===== src/rtl/core_pkg.sv =====
// Shared core definitions: sequencer states, RV32 opcode constants and
// branch/jump immediate extraction used by both the sequencer and decoder.
package core_pkg;

   typedef enum logic [2:0] {
      ST_FETCH,
      ST_DECODE,
      ST_EXEC,
      ST_MEM,
      ST_WB,
      ST_HALT
   } seq_state_t;

   localparam logic [6:0] OP_R      = 7'b0110011;
   localparam logic [6:0] OP_I      = 7'b0010011;
   localparam logic [6:0] OP_LOAD   = 7'b0000011;
   localparam logic [6:0] OP_STORE  = 7'b0100011;
   localparam logic [6:0] OP_BRANCH = 7'b1100011;
   localparam logic [6:0] OP_JAL    = 7'b1101111;

   function automatic logic [31:0] imm_b(input logic [31:0] ins);
      return {{19{ins[31]}}, ins[31], ins[7], ins[30:25], ins[11:8], 1'b0};
   endfunction

   function automatic logic [31:0] imm_j(input logic [31:0] ins);
      return {{11{ins[31]}}, ins[31], ins[19:12], ins[20], ins[30:21], 1'b0};
   endfunction

endpackage


===== src/rtl/pc_next_gen.sv =====
// Combinational next-PC selection and JAL link address; all arithmetic
// wraps modulo 2^PC_W.
module pc_next_gen
   import core_pkg::*;
#(
   parameter int PC_W = 32
) (
   input  logic [PC_W-1:0] pc,
   input  logic [31:0]     instr,
   input  logic            jump,
   input  logic            take_branch,
   output logic [PC_W-1:0] next_pc,
   output logic [PC_W-1:0] link_addr
);

   logic [PC_W-1:0] off_b;
   logic [PC_W-1:0] off_j;

   // signed cast sign-extends when PC_W exceeds 32, truncates otherwise
   assign off_b     = PC_W'($signed(imm_b(instr)));
   assign off_j     = PC_W'($signed(imm_j(instr)));
   assign link_addr = pc + PC_W'(4);

   always_comb begin
      next_pc = link_addr;
      if (jump) begin
         next_pc = pc + off_j;
      end else if (take_branch) begin
         next_pc = pc + off_b;
      end
   end

endmodule


===== src/rtl/instr_sequencer.sv =====
// Multi-cycle RV32 instruction sequencer: owns PC and instruction register
// and issues Moore phase strobes for fetch, ALU, data memory and writeback.
//
// state     | meaning
// ST_FETCH  | imem_req high, waiting for imem_ready
// ST_DECODE | decoder flags settle from instr; unknown opcode retires as NOP
// ST_EXEC   | alu_en pulse; branches retire here
// ST_MEM    | dmem_req held until dmem_ready; stores retire here
// ST_WB     | reg_we pulse, then retire
// ST_HALT   | parked until halt_req drops
module instr_sequencer
   import core_pkg::*;
#(
   parameter int              PC_W     = 32,
   parameter logic [PC_W-1:0] RESET_PC = '0
) (
   input  logic            clk,
   input  logic            rst,
   output logic            imem_req,
   output logic [PC_W-1:0] imem_addr,
   input  logic            imem_ready,
   input  logic [31:0]     imem_rdata,
   output logic [31:0]     instr,
   input  logic            alu_op_on,
   input  logic            load_on,
   input  logic            store_on,
   input  logic            jump,
   input  logic            branch,
   input  logic            branch_taken,
   output logic            alu_en,
   output logic            dmem_req,
   output logic            dmem_we,
   input  logic            dmem_ready,
   output logic            reg_we,
   output logic [PC_W-1:0] link_addr,
   output logic [PC_W-1:0] pc,
   input  logic            halt_req,
   output logic            halted,
   output logic [31:0]     retired
);

   seq_state_t      state;
   seq_state_t      state_nxt;
   logic            run;
   logic            retire;
   logic            take_branch;
   logic            any_class;
   logic [PC_W-1:0] next_pc;

   assign any_class   = alu_op_on | load_on | store_on | jump | branch;
   assign take_branch = (state == ST_EXEC) & branch & branch_taken;

   pc_next_gen #(.PC_W(PC_W)) u_pc_next_gen (
      .pc          (pc),
      .instr       (instr),
      .jump        (jump),
      .take_branch (take_branch),
      .next_pc     (next_pc),
      .link_addr   (link_addr)
   );

   always_comb begin
      state_nxt = state;
      retire    = 1'b0;
      case (state)
         ST_FETCH: begin
            if (run && imem_ready) state_nxt = ST_DECODE;
         end
         ST_DECODE: begin
            if (any_class) state_nxt = ST_EXEC;
            else           retire    = 1'b1;
         end
         ST_EXEC: begin
            // jump outranks load_on so a JAL never touches data memory
            if (jump || alu_op_on)         state_nxt = ST_WB;
            else if (load_on || store_on)  state_nxt = ST_MEM;
            else                           retire    = 1'b1;
         end
         ST_MEM: begin
            if (dmem_ready) begin
               if (store_on) retire    = 1'b1;
               else          state_nxt = ST_WB;
            end
         end
         ST_WB: begin
            retire = 1'b1;
         end
         ST_HALT: begin
            if (!halt_req) state_nxt = ST_FETCH;
         end
         default: begin
            state_nxt = ST_FETCH;
         end
      endcase
      if (retire) state_nxt = halt_req ? ST_HALT : ST_FETCH;
   end

   // run keeps the fetch request low for the cycle after reset is sampled
   always_ff @(posedge clk) begin
      if (rst) begin
         state   <= ST_FETCH;
         run     <= 1'b0;
         pc      <= RESET_PC;
         instr   <= '0;
         retired <= '0;
      end else begin
         run   <= 1'b1;
         state <= state_nxt;
         if (state == ST_FETCH && run && imem_ready) instr <= imem_rdata;
         if (retire) begin
            pc      <= next_pc;
            retired <= retired + 32'd1;
         end
      end
   end

   assign imem_req  = run && (state == ST_FETCH);
   assign imem_addr = pc;
   assign alu_en    = (state == ST_EXEC);
   assign dmem_req  = (state == ST_MEM);
   assign dmem_we   = (state == ST_MEM) && store_on;
   assign reg_we    = (state == ST_WB);
   assign halted    = (state == ST_HALT);

endmodule


===== config.mk =====
export PLATFORM = sky130hd
export DESIGN_NAME = instr_sequencer
export DESIGN_NICKNAME = d
export VERILOG_FILES = /design/src/rtl/core_pkg.sv /design/src/rtl/pc_next_gen.sv /design/src/rtl/instr_sequencer.sv
export SDC_FILE = /design/constraint.sdc
export NUM_CORES = 1
export LEC_CHECK = 0
export CORE_MARGIN = 10
export CORE_UTILIZATION = 37
export CTS_CLUSTER_DIAMETER = 200
export DETAILED_ROUTE_END_ITERATION = 10
export PLACE_DENSITY = 0.66
export SYNTH_ARGS = -nofsm -noshare
export SYNTH_HDL_FRONTEND = slang
export SYNTH_SLANG_ARGS = --single-unit
export TNS_END_PERCENT = 100

===== constraint.sdc =====
create_clock -name clk -period 2.58 [get_ports clk]
set_input_delay 0.516 -clock clk [delete_from_list [all_inputs] [get_ports clk]]
set_output_delay 0.516 -clock clk [all_outputs]
set_load 0.02 [all_outputs]

==> results.txt <==
----------------------------------------------------
[Yosys]
  Xor-xnor portion of the synthesized cell area ... 10.5%
  Fraction of the yosys area taken by sequential cells ... 25.3%
  Post-synthesis average cell area ... 7.54 um2
  Post-Syn Instances ... 1037
  Multiplexer area fraction after synthesis ... 1.30%
  Library cells used by synthesis ... 70
  Largest family of logic cells by synthesized area ... simple AND/OR/NAND/NOR gates
  Synth Cell Area ... 7820 um2
  Async set-reset flop share out of synthesis ... 0%
  Number of enable-type register cells in the synthesized netlist ... 0
  Synth warn ... 0
  Post-Synth Adder-Cell Area ... 7.71%
  Seq cells post-synth ... 99
  Most common flop cell mapped by yosys ... dfxtp_1
  Basic-gate share of the synthesized area counting and, or, nand and nor cells ... 25.2%
  Synthesized-area fraction occupied by ao, oa, aoi and oai cells ... 22.6%

[CTS]
  Maximum level of the CTS H-tree ... 3
  Clock edge transition at the registers on the reported setup and hold paths ... 80 ps
  Clock Sink Count ... 99
  Number of buffers created by CTS ... 9
  Number of hold-repair buffers added at the cts stage ... 0
  TritonCTS clock tree ... built
  Clk buf depth ... 2
  Clock Tree Root ... clkbuf_16
  Latest clock arrival within the worst-skew pair ... 360 ps

[Setup path]
  Required time of the worst setup path ... 2060 ps
  Crit path launch type ... flop
  Data arrival time of the worst path ... 2150 ps
  Class of the most critical setup path ... flop to output port
  Worst-path maximum fanout ... 4
  Critical path capture point type ... output port

[Final layout]
  Count of antenna diodes in the layout ... 0
  Synth-to-layout area growth ... 55.3%
  Fraction of layout cells with a size suffix above 1 ... 26.2%
  Total number of nets in the final design ... 1454
  Most common cell after layout, fill and taps aside ... buf_4
  Top library cells by usage in the layout, fill and taps aside ... buf_4 (195), clkdlybuf4s50_1 (178), nand2_1 (140), nor2_1 (94), a21oi_1 (79)

[Routing]
  Antenna viol nets, final ... 0
  Count of TritonRoute iterations in the first routing pass ... 5
  Final wirelength ... 30800 um
  Total number of vias ... 8940
  # DRC ... 0
  First DRT Iteration DRCs ... 597
  Avg WL per Cell ... 18.7 um
  Vias/cell ... 5.44

[Floorplanning]
  Core area ... 20900 um2
  Initial standard-cell utilization of the core ... 37.4%
  Die ar. ... 27400 um2
  Std-Cell Rows ... 53
  Die Y-Extent ... 165 um
  Die outline width ... 165 um
  Number of ports placed on the die boundary ... 209

[Pwr]
  PwrDens ... 422 nW/um2
  IR drop worst, VDD ... 288 uV
  Total power ... 5.12 mW
  Leakage power summed over all cells ... 4.91 nW

[Timing]
  Final min period ... 2660 ps
  Final worst path period share ... 103%
  Post-route clock skew ... 14.9 ps
  Highest clock frequency the design can meet ... 0.376 GHz
  Slew at the pin with the worst max-slew slack ... 516 ps
  Setup violation total in the final timing report ... 3
  Fin. Hold Viols ... 0
  Final hold slack ... 457 ps
  RSZ-0062 raised after global routing ... true
  Pins Over Slew Limit ... 0
  Setup_tns ... -168 ps
  Slew HR ... 65.6%
  Final critical-path setup slack ... -81.8 ps

[GRT]
  Overall Global Routing Usage ... 20.9%
  Total grt overflow ... 0
  Number of antenna violations at the first check in global routing ... 0
  Via count of the first global-routing pass ... 8488
  Global-route wire length before repair ... 45900 um
  Maximum number of pins on one net before global-route repair ... 45

[Outcome]
  Violations in the final reports ... setup timing
  Outcome ... complete, but fails checks

[Placed design]
  Pre-CTS setup slack ... -227 ps
  HPWL reported at the end of detailed placement ... 23200 um
  Final GP Congestion ... 0.961
  Quantity of I/O buffers inserted on ports ... 205

[Worst hold path]
  Kind of path behind the tightest hold check ... flop to flop

[Job]
  Maxcap violations ... 0

----------------------------------------------------
registers in the layout, indices dropped and copies added, names as in the netlist:
register   flops
retired       32
state          3
imem_addr     31
run            1
instr         32
critical path: stages (launching register included):
cell     delay, ps
dfxtp_4        390
and4_4         240
nand4_1        190
buf_4          210
nor2_4         110
buf_6          140
and3_4         200
xor2_2         170
buf_6          140
power breakdown:
part           internal, mW  switching [mW]  leakage (nW)
combinational         0.908            1.06          3.95
sequential             1.62           0.129         0.816
clock                 0.685           0.725         0.142
metrics by stage:
step | std cells | utilization [%] | area (um2)
2_1_floorplan | 1039 | - | 7850
3_3_place_gp | 1600 | 52.9 | 11000
3_5_place_dp | 1600 | 52.9 | 11000
4_1_cts | 1628 | 55.7 | 11600
5_1_grt | 1644 | 58.1 | 12100
6_report | 1644 | 58.1 | 12100
worst paths after layout:
| path | from | endpoint | slack [ps] | cells after the start |
|---|---|---|---|---|
| worst max register to register | imem_addr[1] | imem_addr[27] | 10 | 11 |
| worst max-delay path | imem_addr[4] | link_addr[30] | -80 | 8 |
| worst min register to register | instr[5] | instr[5] | 460 | 2 |
| worst min-delay path | instr[5] | instr[5] | 460 | 2 |
synthesized netlist by cell type, drive strengths merged (14+ instances only):
cell type    n  share of area, %
inv         22               1.1
xnor2       56               6.3
a211oi      16               1.5
nand3       41               2.6
o21ai       52               3.4
nor2       100               4.8
nand4       19               1.5
xor2        38               4.3
clkbuf      42               2.0
nor3        16               1.1
dfxtp       99                25
ha          45               7.2
a21oi       95               6.1
nand2      141               6.8
and3        20               1.6
and4        14               1.6
buf         47               4.2
o211ai      18               1.9
final cells by class:
class	instances	area, um2
fillers	1919	8750
multi-input cells	829	5840
repair buffers	403	3550
flip-flops and latches	99	2030
well taps	275	344
clock buffers	9	225
inverters	22	86.3
clock inverters	7	67.6
per-layer routing:
layer | part of all wire (%) | wire length (um) | GRT usage, %
met2 | 46 | 14100 | 33.6
met3 | 7.4 | 2270 | 4.78
met4 | 2.2 | 675 | 6.26
met1 | 45 | 13700 | 27.4
met5 | 0 | 0 | 0
cells by family after synthesis:
kind of cell / count (synthesis)
muxes: 10
other: 1
adders and majority gates: 47
DFF: 99
AOI/OAI and AO/OA: 271
buffers and inverters: 111
xor gates and xnor gates: 94
and+or+nand+nor: 404
repair_timing:
action | CTS | global route
cloned | 0 | 0
setup endpoints to repair | 47 | 36
pin swaps | 26 | 46
resized for setup | 104 | 97
setup buffers | 12 | 18
Note: power is estimated with default switching activity, not from simulation.
